<file path="src/rtl/br_station_multi_if.sv">
// Issue / CDB / resolved-PC bundle for br_station_multi.
// BR_THREAD_FLUSH_EN adds the per-thread flush request.
interface br_station_multi_if #(
  parameter int XLEN  = 32,
  parameter int TAG_W = 4,
  parameter int TID_W = 1
);
  logic             stall_i;
  logic             issue_en;
  logic [XLEN-1:0]  issue_v1, issue_v2;
  logic             issue_v1_rdy, issue_v2_rdy;
  logic [TAG_W-1:0] issue_q1, issue_q2;
  logic [TID_W-1:0] issue_tid;
  logic [2:0]       issue_op;
  logic [XLEN-1:0]  issue_pc, issue_offset;
  logic             cdb_valid;
  logic [TAG_W-1:0] cdb_tag;
  logic [XLEN-1:0]  cdb_value;
  logic             pc_ack;
  logic             full_o, fifo_empty;
  logic [XLEN-1:0]  pc_n;
  logic [TID_W-1:0] thread_id;
`ifdef BR_THREAD_FLUSH_EN
  logic             flush_i;
  logic [TID_W-1:0] flush_tid;
`endif

  modport master (
`ifdef BR_THREAD_FLUSH_EN
    output flush_i, flush_tid,
`endif
    output stall_i, issue_en, issue_v1, issue_v2, issue_v1_rdy, issue_v2_rdy,
           issue_q1, issue_q2, issue_tid, issue_op, issue_pc, issue_offset,
           cdb_valid, cdb_tag, cdb_value, pc_ack,
    input  full_o, fifo_empty, pc_n, thread_id
  );

  modport slave (
`ifdef BR_THREAD_FLUSH_EN
    input  flush_i, flush_tid,
`endif
    input  stall_i, issue_en, issue_v1, issue_v2, issue_v1_rdy, issue_v2_rdy,
           issue_q1, issue_q2, issue_tid, issue_op, issue_pc, issue_offset,
           cdb_valid, cdb_tag, cdb_value, pc_ack,
    output full_o, fifo_empty, pc_n, thread_id
  );
endinterface

</file>
<file path="src/rtl/br_station_multi.sv">
// Multi-entry branch reservation station with CDB snoop and a show-ahead resolved-PC FIFO.
// Optional macro BR_THREAD_FLUSH_EN enables per-thread flush of waiting entries.
module br_station_multi #(
  parameter int XLEN       = 32,
  parameter int RS_DEPTH   = 4,
  parameter int FIFO_DEPTH = 4,
  parameter int TAG_W      = 4,
  parameter int THREADS    = 2,
  parameter int TID_W      = (THREADS > 1) ? $clog2(THREADS) : 1
) (
  input logic              clk,
  input logic              rst,
  br_station_multi_if.slave bus
);
  localparam int IDX_W = $clog2(RS_DEPTH);
  localparam int PTR_W = (FIFO_DEPTH > 1) ? $clog2(FIFO_DEPTH) : 1;
  localparam int CNT_W = PTR_W + 1;
  localparam logic [CNT_W-1:0] FDEPTH = CNT_W'(FIFO_DEPTH);

  typedef struct packed {
    logic             busy;
    logic [XLEN-1:0]  v1, v2;
    logic             r1, r2;
    logic [TAG_W-1:0] q1, q2;
    logic [TID_W-1:0] tid;
    logic [2:0]       op;
    logic [XLEN-1:0]  pc, off;
  } ent_t;

  typedef struct packed {
    logic [TID_W-1:0] tid;
    logic [XLEN-1:0]  pc;
  } res_t;

  ent_t [RS_DEPTH-1:0]   ent_q, ent_d;
  res_t [FIFO_DEPTH-1:0] mem_q, mem_d;
  logic [PTR_W-1:0]      wr_q, wr_d, rd_q, rd_d;
  logic [CNT_W-1:0]      cnt_q, cnt_d;
  logic                  full_q, full_d, empty_q, empty_d;

  logic                  flush_v;
  logic [TID_W-1:0]      flush_tid_v;
`ifdef BR_THREAD_FLUSH_EN
  assign flush_v     = bus.flush_i;
  assign flush_tid_v = bus.flush_tid;
`else
  assign flush_v     = 1'b0;
  assign flush_tid_v = '0;
`endif

  logic             sel_found, free_found, do_res, do_iss, push, pop, taken;
  logic [IDX_W-1:0] sel_idx, free_idx;
  ent_t             sel, new_ent;
  logic [XLEN-1:0]  npc;

  always_comb begin
    ent_d      = ent_q;
    mem_d      = mem_q;
    wr_d       = wr_q;
    rd_d       = rd_q;
    cnt_d      = cnt_q;
    sel_found  = 1'b0;
    sel_idx    = '0;
    free_found = 1'b0;
    free_idx   = '0;
    taken      = 1'b0;
    new_ent    = '0;

    // Wakeup runs regardless of stall so operands are never lost.
    for (int i = 0; i < RS_DEPTH; i++) begin
      if (ent_q[i].busy && bus.cdb_valid) begin
        if (!ent_q[i].r1 && ent_q[i].q1 == bus.cdb_tag) begin
          ent_d[i].v1 = bus.cdb_value;
          ent_d[i].r1 = 1'b1;
        end
        if (!ent_q[i].r2 && ent_q[i].q2 == bus.cdb_tag) begin
          ent_d[i].v2 = bus.cdb_value;
          ent_d[i].r2 = 1'b1;
        end
      end
    end

    for (int i = 0; i < RS_DEPTH; i++) begin
      if (!sel_found && ent_q[i].busy && ent_q[i].r1 && ent_q[i].r2 &&
          !(flush_v && ent_q[i].tid == flush_tid_v)) begin
        sel_found = 1'b1;
        sel_idx   = i[IDX_W-1:0];
      end
      if (!free_found && !ent_q[i].busy) begin
        free_found = 1'b1;
        free_idx   = i[IDX_W-1:0];
      end
    end

    sel    = ent_q[sel_idx];
    do_res = sel_found && !bus.stall_i && (cnt_q < FDEPTH);
    unique case (sel.op)
      3'b000:  taken = sel.v1 == sel.v2;
      3'b001:  taken = sel.v1 != sel.v2;
      3'b100:  taken = $signed(sel.v1) <  $signed(sel.v2);
      3'b101:  taken = $signed(sel.v1) >= $signed(sel.v2);
      3'b110:  taken = sel.v1 <  sel.v2;
      3'b111:  taken = sel.v1 >= sel.v2;
      default: taken = 1'b0;
    endcase
    npc = taken ? sel.pc + sel.off : sel.pc + XLEN'(4);
    if (do_res) ent_d[sel_idx].busy = 1'b0;

    for (int i = 0; i < RS_DEPTH; i++)
      if (flush_v && ent_q[i].tid == flush_tid_v) ent_d[i].busy = 1'b0;

    // full_q tracks &busy_q, so a free slot always exists when issue is taken.
    do_iss = bus.issue_en && !full_q && !bus.stall_i &&
             !(flush_v && bus.issue_tid == flush_tid_v);
    new_ent.busy = 1'b1;
    new_ent.r1   = bus.issue_v1_rdy || (bus.cdb_valid && bus.issue_q1 == bus.cdb_tag);
    new_ent.r2   = bus.issue_v2_rdy || (bus.cdb_valid && bus.issue_q2 == bus.cdb_tag);
    new_ent.v1   = bus.issue_v1_rdy ? bus.issue_v1 : bus.cdb_value;
    new_ent.v2   = bus.issue_v2_rdy ? bus.issue_v2 : bus.cdb_value;
    new_ent.q1   = bus.issue_q1;
    new_ent.q2   = bus.issue_q2;
    new_ent.tid  = bus.issue_tid;
    new_ent.op   = bus.issue_op;
    new_ent.pc   = bus.issue_pc;
    new_ent.off  = bus.issue_offset;
    if (do_iss) ent_d[free_idx] = new_ent;

    full_d = 1'b1;
    for (int i = 0; i < RS_DEPTH; i++) full_d = full_d & ent_d[i].busy;

    push = do_res;
    pop  = bus.pc_ack && !empty_q;
    if (push) begin
      mem_d[wr_q] = '{tid: sel.tid, pc: npc};
      wr_d        = wr_q + PTR_W'(1);
    end
    if (pop) rd_d = rd_q + PTR_W'(1);
    case ({push, pop})
      2'b10:   cnt_d = cnt_q + CNT_W'(1);
      2'b01:   cnt_d = cnt_q - CNT_W'(1);
      default: cnt_d = cnt_q;
    endcase
    empty_d = (cnt_d == '0);
  end

  always_ff @(posedge clk) begin
    if (!rst) begin
      ent_q   <= '0;
      wr_q    <= '0;
      rd_q    <= '0;
      cnt_q   <= '0;
      full_q  <= 1'b0;
      empty_q <= 1'b1;
    end else begin
      ent_q   <= ent_d;
      wr_q    <= wr_d;
      rd_q    <= rd_d;
      cnt_q   <= cnt_d;
      full_q  <= full_d;
      empty_q <= empty_d;
    end
  end

  always_ff @(posedge clk) mem_q <= mem_d;

  assign bus.full_o     = full_q;
  assign bus.fifo_empty = empty_q;
  assign bus.pc_n       = empty_q ? '0 : mem_q[rd_q].pc;
  assign bus.thread_id  = empty_q ? '0 : mem_q[rd_q].tid;
endmodule

</file>
<file path="src/flat_wrapper.sv">
// flat-port wrapper written by rule: the top's interface ports become plain ports
module br_station_multi_flat 
#(
  parameter int XLEN       = 32,
  parameter int RS_DEPTH   = 4,
  parameter int FIFO_DEPTH = 4,
  parameter int TAG_W      = 4,
  parameter int THREADS    = 2,
  parameter int TID_W      = (THREADS > 1) ? $clog2(THREADS) : 1
)
  (clk, rst, bus_stall_i, bus_issue_en, bus_issue_v1, bus_issue_v2, bus_issue_v1_rdy, bus_issue_v2_rdy, bus_issue_q1, bus_issue_q2, bus_issue_tid, bus_issue_op, bus_issue_pc, bus_issue_offset, bus_cdb_valid, bus_cdb_tag, bus_cdb_value, bus_pc_ack, bus_full_o, bus_fifo_empty, bus_pc_n, bus_thread_id);
  br_station_multi_if #(.XLEN(XLEN), .TAG_W(TAG_W), .TID_W(TID_W)) bus_i ();
  input logic clk;
  input logic rst;
  input wire logic [$bits(bus_i.stall_i)-1:0] bus_stall_i;
  input wire logic [$bits(bus_i.issue_en)-1:0] bus_issue_en;
  input wire logic [$bits(bus_i.issue_v1)-1:0] bus_issue_v1;
  input wire logic [$bits(bus_i.issue_v2)-1:0] bus_issue_v2;
  input wire logic [$bits(bus_i.issue_v1_rdy)-1:0] bus_issue_v1_rdy;
  input wire logic [$bits(bus_i.issue_v2_rdy)-1:0] bus_issue_v2_rdy;
  input wire logic [$bits(bus_i.issue_q1)-1:0] bus_issue_q1;
  input wire logic [$bits(bus_i.issue_q2)-1:0] bus_issue_q2;
  input wire logic [$bits(bus_i.issue_tid)-1:0] bus_issue_tid;
  input wire logic [$bits(bus_i.issue_op)-1:0] bus_issue_op;
  input wire logic [$bits(bus_i.issue_pc)-1:0] bus_issue_pc;
  input wire logic [$bits(bus_i.issue_offset)-1:0] bus_issue_offset;
  input wire logic [$bits(bus_i.cdb_valid)-1:0] bus_cdb_valid;
  input wire logic [$bits(bus_i.cdb_tag)-1:0] bus_cdb_tag;
  input wire logic [$bits(bus_i.cdb_value)-1:0] bus_cdb_value;
  input wire logic [$bits(bus_i.pc_ack)-1:0] bus_pc_ack;
  output wire logic [$bits(bus_i.full_o)-1:0] bus_full_o;
  output wire logic [$bits(bus_i.fifo_empty)-1:0] bus_fifo_empty;
  output wire logic [$bits(bus_i.pc_n)-1:0] bus_pc_n;
  output wire logic [$bits(bus_i.thread_id)-1:0] bus_thread_id;
  assign bus_i.stall_i = bus_stall_i;
  assign bus_i.issue_en = bus_issue_en;
  assign bus_i.issue_v1 = bus_issue_v1;
  assign bus_i.issue_v2 = bus_issue_v2;
  assign bus_i.issue_v1_rdy = bus_issue_v1_rdy;
  assign bus_i.issue_v2_rdy = bus_issue_v2_rdy;
  assign bus_i.issue_q1 = bus_issue_q1;
  assign bus_i.issue_q2 = bus_issue_q2;
  assign bus_i.issue_tid = bus_issue_tid;
  assign bus_i.issue_op = bus_issue_op;
  assign bus_i.issue_pc = bus_issue_pc;
  assign bus_i.issue_offset = bus_issue_offset;
  assign bus_i.cdb_valid = bus_cdb_valid;
  assign bus_i.cdb_tag = bus_cdb_tag;
  assign bus_i.cdb_value = bus_cdb_value;
  assign bus_i.pc_ack = bus_pc_ack;
  assign bus_full_o = bus_i.full_o;
  assign bus_fifo_empty = bus_i.fifo_empty;
  assign bus_pc_n = bus_i.pc_n;
  assign bus_thread_id = bus_i.thread_id;
  br_station_multi #(.XLEN(XLEN), .RS_DEPTH(RS_DEPTH), .FIFO_DEPTH(FIFO_DEPTH), .TAG_W(TAG_W), .THREADS(THREADS), .TID_W(TID_W)) u_core (.clk(clk), .rst(rst), .bus(bus_i));
endmodule
</file>
<file path="config.mk">
export PLATFORM = sky130hd
export DESIGN_NAME = br_station_multi_flat
export DESIGN_NICKNAME = d
export VERILOG_FILES = /design/src/rtl/br_station_multi_if.sv /design/src/rtl/br_station_multi.sv /design/src/flat_wrapper.sv
export SDC_FILE = /design/constraint.sdc
export NUM_CORES = 2
export LEC_CHECK = 0
export CELL_PAD_IN_SITES_DETAIL_PLACEMENT = 1
export CELL_PAD_IN_SITES_GLOBAL_PLACEMENT = 1
export CORE_MARGIN = 1
export CORE_UTILIZATION = 40
export CTS_BUF_LIST = sky130_fd_sc_hd__clkbuf_4 sky130_fd_sc_hd__clkbuf_8
export DETAILED_ROUTE_END_ITERATION = 12
export GPL_ROUTABILITY_DRIVEN = 0
export PLACE_DENSITY = 0.69
export SYNTH_ARGS = -nofsm -noshare
export SYNTH_HDL_FRONTEND = slang
export SYNTH_SLANG_ARGS = --single-unit
</file>
<file path="constraint.sdc">
create_clock -name clk -period 6.05 [get_ports clk]
set_clock_uncertainty 0.2 [all_clocks]
set_input_delay 0.605 -clock clk [delete_from_list [all_inputs] [get_ports clk]]
set_output_delay 0.605 -clock clk [all_outputs]
set_load 0.01 [all_outputs]
</file>
==> qor.csv <==
stage;metric;value;unit
yosys;Post-Syn Area;34600;µm²
floorplan;Chip Height;296;µm
sta;Final Setup Violations;0;
critical_path;CP Capture Type;register;
route;final WL;120000;µm
yosys;EDFF count, synth;132;
critical_path;path depth of the worst reg2reg path;15;
clocking;clock slew at reported path FFs;0.06;ns
job;max cap viols;0;
clocking;Max Buffers Root-to-Sink;3;
critical_path;WP data required;6.42;ns
critical_path;RR Endpoint;u_core.mem_q[44];
power;P_int;7.89;mW
yosys;Synth Instances;3889;
critical_path;Setup crit end;u_core.mem_q[44];
yosys;async set-reset flop share out of synthesis;0;%
route;DR vias;30200;
route;Routed WL per cell;23.0;µm
floorplan;Die X;296;µm
critical_path;r2r setup slk;0.34;ns
route;DR vias/cell;5.77;
global_routing;vias in the first global route;30800;
sta;fmax;0.175;GHz
power;Gate power share;8.7;%
critical_path;CP arrival;6.08;ns
route;DRC Markers;0;
power;Tot Pwr;10.6;mW
power;Psw;2.74;mW
power;Clk pwr share;44.4;%
yosys;register area share after synthesis;45.1;%
yosys;synth unique cells;76;
yosys;Primary FF master, synth;dfxtp_1;
route;ANT nets after route;0;
floorplan;area of the core;85400;µm²
run_status;status;finished clean;
yosys;yosys warns;0;
sta;final hold viol count;0;
critical_path;Crit path depth;15;
global_routing;initial antenna violation count;4;
clocking;H-tree Lvls;4;
critical_path;FF-to-FF Start;u_core.ent_q[285];
clocking;post-cts resize count;0;
layout;nets@finish;4244;
floorplan;die area;87600;µm²
floorplan;cell row count;107;
sta;Worst slew margin;24.9;%
clocking;Root Buffer;clkbuf_8;
critical_path;Worst path top cell family by delay;simple AND/OR/NAND/NOR gates;
route;DR iter-0 viols;2147;
global_routing;total gr overflow;0;
power;Sw Ratio;25.7;%
critical_path;crit-path cells;and3_4 -> nor4_4 -> buf_4 -> a222oi_1 -> nand2_1 -> ha_1 -> nand4_1 -> or3_1 -> or4_1 -> a21oi_1 -> or3_1 -> mux2_2 -> o221ai_4 -> buf_4 -> mux2i_1;
sta;Pins Over Slew Limit;0;
layout;layout cell share with drive strength beyond 1;11.0;%
sta;Least-Margin Pin Slew;1.13;ns
clocking;Sink Count;713;
global_routing;gr usage total;27.1;%
power;cell leakage power;13.7;nW
yosys;Synth top area share;33.6;%
global_routing;largest net degree at the start of global routing;171;
sta;Tmin final;5.71;ns
sta;total negative slack;0;ns
critical_path;worst path bufs/invs;2;
critical_path;Startpoint Class;register;
hold_path;type of the tightest min-delay check;register to register;
route;Pre-antenna DRT Iters;6;
clocking;hold-fix buffers at CTS;0;
critical_path;Critical Path Start;u_core.ent_q[285];
critical_path;CP Max Fanout;19;
placement;I/O Buffers;218;
yosys;syn nets;4144;
clocking;clock buffer count from CTS;130;
global_routing;first-pass GRT wire length;184000;µm
sta;RSZ-0062 raised after global routing;false;
floorplan;io pins;219;
clocking;Clock Latency Late Sink;0.80;ns
yosys;Avg Inst Size Synth;8.89;µm²
layout;fill count;9852;
power;Seq pwr share;46.9;%
yosys;post-synth top area cell;dfxtp_1;
yosys;top post-synthesis cells by area;dfxtp_1 (34%), edfxtp_1 (11%), nand2_1 (7.8%);
clocking;Post-CTS Setup Bufs;0;
critical_path;Worst path slowest cell;or4_1;
critical_path;kind of critical path;register to register;
yosys;Yosys reg bits;713;
placement;final HPWL from detailed placement;75800;µm
power;Peak VDD IR;191;µV
critical_path;Worst path max stage delay;0.63;ns
sta;period utilisation layout;94.3;%
layout;synthesis-to-layout area growth;16.9;%
floorplan;Initial Util;40.5;%
clocking;CTS tree;done;
power;PD cells;263;nW/µm²
-- worst reg2reg max path: stages, from the launching register on --
cell	delay [ns]
dfxtp_1	0.57
and3_4	0.36
nor4_4	0.07
buf_4	0.24
a222oi_1	0.40
nand2_1	0.10
ha_1	0.40
nand4_1	0.14
or3_1	0.45
or4_1	0.63
a21oi_1	0.16
or3_1	0.20
mux2_2	0.39
o221ai_4	0.49
buf_4	0.35
mux2i_1	0.37
-- power groups by stage --
stage | registers, mW | logic (mW) | clock network, mW
4_1_cts | 4.98 | 0.932 | 4.82
5_1_grt | 4.99 | 1.01 | 5.03
3_5_place_dp | 5.08 | 0.925 | 0
2_1_floorplan | 5.06 | 0.542 | 0
3_3_place_gp | 5.08 | 0.913 | 0
6_report | 4.99 | 0.929 | 4.71
-- placed cells by master, fill, tap and decap left out, drive strengths merged, types with 8 or more instances in the layout --
master,instances
a211oi,261
a21boi,34
a21o,10
a21oi,366
a222oi,67
a31oi,13
and2,8
and3,8
buf,81
clkbuf,197
clkdlybuf4s50,216
clkinv,24
dfxtp,581
edfxtp,132
ha,69
inv,27
mux2,67
mux2i,265
mux4,33
nand2,733
nand3,35
nand4,20
nor2,437
nor2b,39
nor3,83
nor4,13
o211ai,8
o21a,8
o21ai,26
o22ai,61
o31ai,9
or3,10
xnor2,45
xor2,47
-- synthesized netlist by cell type (4+ instances only) --
library cell and instances:
nand4_1 18, mux2_2 67, o21ai_0 19, o211ai_1 8
and4_1 5, buf_4 4, nand2_2 11, o21ai_1 6
o22ai_1 61, edfxtp_1 132, and2_1 8, a211oi_1 261
buf_1 20, nand3_1 35, ha_1 69, mux4_2 33
nor2_1 436, o221ai_1 4, xor2_1 47, buf_2 7
dfxtp_1 581, nor3_1 82, inv_1 19, nor4_1 10
or3_1 10, mux2i_1 265, o21a_1 8, o21bai_1 6
nand2_1 722, clkbuf_1 294, buf_6 5, o31ai_1 7
a222oi_1 67, a21oi_1 366, a21boi_0 33, a31oi_1 13
and3_1 5, a21o_1 10, nor2b_1 39, xnor2_1 45
-- state kept, by name, summed over array words and instances, names as in the netlist --
| name | cells |
|---|---|
| u_core.ent_q | 572 |
| u_core.mem_q | 132 |
| u_core.cnt_q | 3 |
| u_core.rd_q | 2 |
| u_core.wr_q | 2 |
| u_core.bus.fifo_empty | 1 |
| u_core.bus.full_o | 1 |
-- worst min-delay path by stage --
stage	start	end	slack (ns)	cells after the start
3_5_place_dp	u_core.ent_q[2]	u_core.ent_q[2]	0.25	2
2_1_floorplan	u_core.ent_q[33]	u_core.ent_q[33]	0.23	2
6_report	u_core.ent_q[179]	u_core.ent_q[179]	0.25	2
5_1_grt	bus_issue_offset[22]	u_core.ent_q[165]	0.25	3
3_3_place_gp	u_core.ent_q[318]	u_core.ent_q[318]	0.24	2
4_1_cts	bus_issue_pc[14]	u_core.ent_q[332]	0.20	3
-- cells by family after synthesis --
kind of cell,Yosys count,synth area share [%]
buf+inv,350,3.98
compound gates,895,17.0
flops,713,45.1
simple gates,1403,16.9
xor+xnor,92,2.33
fa+ha+maj,71,2.61
mux,365,12.0
-- metrics by stage --
| stage | cells | hold WS, ns | setup slack (ns) | util (%) | instance area (µm²) |
|---|---|---|---|---|---|
| 2_1_floorplan | 3889 | 0.234 | 0.774 | - | 34600 |
| 3_3_place_gp | 5000 | 0.241 | 0.486 | 44.2 | 37800 |
| 3_5_place_dp | 5000 | 0.247 | 0.243 | 44.2 | 37800 |
| 4_1_cts | 5231 | 0.205 | 0.261 | 47.3 | 40400 |
| 5_1_grt | 5234 | 0.246 | 0.116 | 47.3 | 40400 |
| 6_report | 5234 | 0.254 | 0.345 | 47.3 | 40400 |
-- area by class of cell --
class	count	area [µm²]	share of cell area (%)
clock inverter	34	194	0.480
sequential	713	15600	38.6
timing repair buffer	297	2890	7.15
antenna	2	5.00	0.0124
inverter	20	82.6	0.204
clock buffer	197	2460	6.09
multi-input combinational	2827	17800	43.9
tap	1144	1430	3.54
-- routing by layer --
metal | vias up | share of wire [%] | track usage (%) | wire length (µm)
met5 | - | 0 | 0 | 0
met4 | 0 | 2.2 | 8.35 | 2630
met3 | 167 | 4.1 | 3.77 | 4890
met2 | 704 | 49 | 46.5 | 58600
met1 | 15200 | 45 | 35.0 | 54100
li1 | 14100 | - | - | -
No activity file was read; power rests on OpenSTA's default activity.
==> RTL edit, RTL diff (config.mk and constraints unchanged) <==
`FIFO_DEPTH` is set to 4 in 2 places; all go to 8.
--- a/src/rtl/br_station_multi.sv
+++ b/src/rtl/br_station_multi.sv
@@ -3,7 +3,7 @@
 module br_station_multi #(
   parameter int XLEN       = 32,
   parameter int RS_DEPTH   = 4,
-  parameter int FIFO_DEPTH = 4,
+  parameter int FIFO_DEPTH = 8,
   parameter int TAG_W      = 4,
   parameter int THREADS    = 2,
   parameter int TID_W      = (THREADS > 1) ? $clog2(THREADS) : 1
--- a/src/flat_wrapper.sv
+++ b/src/flat_wrapper.sv
@@ -3,7 +3,7 @@
 #(
   parameter int XLEN       = 32,
   parameter int RS_DEPTH   = 4,
-  parameter int FIFO_DEPTH = 4,
+  parameter int FIFO_DEPTH = 8,
   parameter int TAG_W      = 4,
   parameter int THREADS    = 2,
   parameter int TID_W      = (THREADS > 1) ? $clog2(THREADS) : 1
Formal check against the unedited RTL: no difference found for any inputs over 4 cycles, from zero or initial values and one cycle with rst low; that may be too few to reach the edited logic, so the function may still have changed.
==> RTL edit against the original RTL <==
  * Sequential power grew 21%
  * Setup slack improved by 18 ps
  * Routed wire length rose by 9.5%
  * Sequential cell count rose by 135
  * Clock power is 19% higher
  * Via count up 6.8%
  * Critical path depth rose by 1
  * Synthesized area grew 15%
  * Cell area rose by 15%
  * Combinational power increased by 39%
  * Total power increased by 22%
  * Sequential share of layout area is 3.7 points higher
  * Critical path type unchanged
  * Largest power group unchanged
==> RTL edit: results (changes against the original RTL) <==
Clocking
  – TritonCTS Buffers: 150 (was 130)
  – Clk slew on worst S/H paths: 70 ps
  – H-tree lvl count: 4 (unchanged)
  – Root buffer cell: clkbuf_8 (unchanged)
  – Clock Latency Late Sink: 850 ps (was 800 ps)
  – Clock Tree Buf Depth: 3 (unchanged)

Final layout
  – Registers with the most flip-flops: u_core.ent_q (572), u_core.mem_q (264), u_core.cnt_q (4) (was u_core.ent_q (572), u_core.mem_q (132), u_core.cnt_q (3))
  – Final #Nets: 4,478 (was 4,244)
  – Share of cells above drive strength 1: 0.125 (was 0.110)
  – Number of flip-flops in the largest register: 572 (unchanged)

STA
  – Worst slew pin tran: 1210 ps (was 1130 ps)
  – Hold Vio Cnt, Final: 0 (unchanged)

Route
  – Vias: 32,200 (was 30,200)
  – DR pass1 iterations: 8 (was 6)
  – Initial detailed-routing violation count: 2,540 (was 2,147)
  – Routed wire length: 132 mm (was 120 mm)

Synth
  – Post-synth top cells: nand2_1, dfxtp_1, nor2_1, a21oi_1, mux2i_1 (was nand2_1, dfxtp_1, nor2_1, a21oi_1, clkbuf_1)
  – Syn nets: 4,354 (was 4,144)
  – Synth async-reset ratio: 0 (unchanged)
  – Register area share after synthesis: 0.495 (was 0.451)
  – Yosys warning count: 0 (unchanged)
  – Post-synth top flop: dfxtp_1 (unchanged)
  – Synth top area cells: dfxtp_1, edfxtp_1, mux2i_1, nand2_1, a211oi_1 (was dfxtp_1, edfxtp_1, nand2_1, mux2i_1, a211oi_1)
  – Yosys cell types: 73 (was 76)
  – Post-synth EDFFs: 264 (was 132)

Critical path
  – CP Data Arrival Time: 6000 ps (was 6080 ps)
  – Crit Path Max Fanout: 58 (was 19)

Pwr
  – LEAKAGE: 15.8 nW (was 13.7 nW)
  – Peak VDD IR: 0.195 mV (was 0.191 mV)

GRT
  – First-pass GRT wire length: 198 mm (was 184 mm)
  – Global-route usage over all layers: 0.258 (was 0.271)
  – Number of global-route vias before repair: 32,700 (was 30,800)
  – Initial antenna violation count: 16 (was 4)
  – Largest net degree at the start of global routing: 167 (was 171)

Hold path
  – Hold Crit Class: in -> reg (was reg -> reg)

Placed design
  – Hpwl dp: 82.6 mm (was 75.8 mm)
  – # port buffers: 218 (unchanged)
  – Post-DP Area: 43,100 um2 (was 37,800 um2)

Outcome
  – Status: complete, no violations (unchanged)
RTL edit: changes by cell type after synthesis, moves of 13 or more:
cell      unedited run  this run
edfxtp_1           132       264
mux2i_1            265       299
nor2b_1             39         5
mux4_2              33        66
nor2_1             436       462
buf_1               20        35
a21oi_1            366       379
nand2_1            722       735
RTL edit: cell type report:
type,instances,area [um2]
clock buffer,238,2890
inverter,17,71.3
timing repair buffer,315,3090
clock inverter,32,283
multi-input combinational,2891,18800
tap,1287,1610
antenna,12,30.0
sequential,848,19600
fill,11000,51900
RTL edit: worst max-delay path, stage by stage (launching register included):
cell	delay (ps)
dfxtp_1	400
nand3_1	490
nand4_1	400
buf_12	360
nor2_1	80
nor3_1	330
ha_1	340
a21oi_1	210
o21ai_0	180
a211oi_1	260
o21ai_0	120
a21oi_1	220
mux2i_1	270
mux2i_1	120
a221o_2	400
buf_12	190
o21ai_1	700
RTL edit: kinds of logic (layout without fill, tap and decap cells):
| logic type | Yosys count | after routing | synth area share |
|---|---|---|---|
| flip-flops | 848 | 848 | 0.495 |
| other | 0 | 12 | 0 |
| AO/OA/AOI/OAI | 908 | 908 | 0.151 |
| buffers and inverters | 361 | 602 | 0.0361 |
| XOR/XNOR | 101 | 101 | 0.0223 |
| adder cells (fa/ha/maj) | 71 | 71 | 0.0228 |
| AND/OR/NAND/NOR | 1381 | 1382 | 0.142 |
| multiplexers | 429 | 429 | 0.131 |
RTL edit: path summary, 6_finish.rpt:
path                            cells after the start  slack (ps)                end         startpoint
worst min-delay path                                3         210  u_core.ent_q[347]   bus_issue_pc[29]
worst min register to register                      2         250   u_core.ent_q[62]   u_core.ent_q[62]
worst max register to register                     16         360   u_core.mem_q[11]  u_core.ent_q[219]
worst max-delay path                               16         360   u_core.mem_q[11]  u_core.ent_q[219]
RTL edit: repair_timing:
action / 4_1_cts / 5_1_grt
buffers inserted: 0 / 9
gates resized for setup: 0 / 1
endpoints found under the setup margin: 0 / 30
RTL edit: power by group:
part,internal (mW),switching [mW],total [mW]
combinational,0.544,0.751,1.29
sequential,5.98,0.0748,6.06
clock,3.10,2.50,5.60
RTL edit: per-stage QoR:
step | hold slack (ps) | power [mW] | instances | worst slack, ps
finish | 214 | 12.9 | 5640 | 362
global route | 188 | 13.4 | 5639 | 116
CTS | 146 | 13.1 | 5618 | 232
detailed placement | 247 | 7.47 | 5348 | 226
global placement | 241 | 7.45 | 5348 | 413
floorplan | 234 | 6.92 | 4099 | 594
RTL edit: layer usage:
metal / global-route usage / part of all wire
met5: 0 / 0.00068
met4: 0.0882 / 0.025
met3: 0.0513 / 0.054
met2: 0.406 / 0.46
met1: 0.354 / 0.46
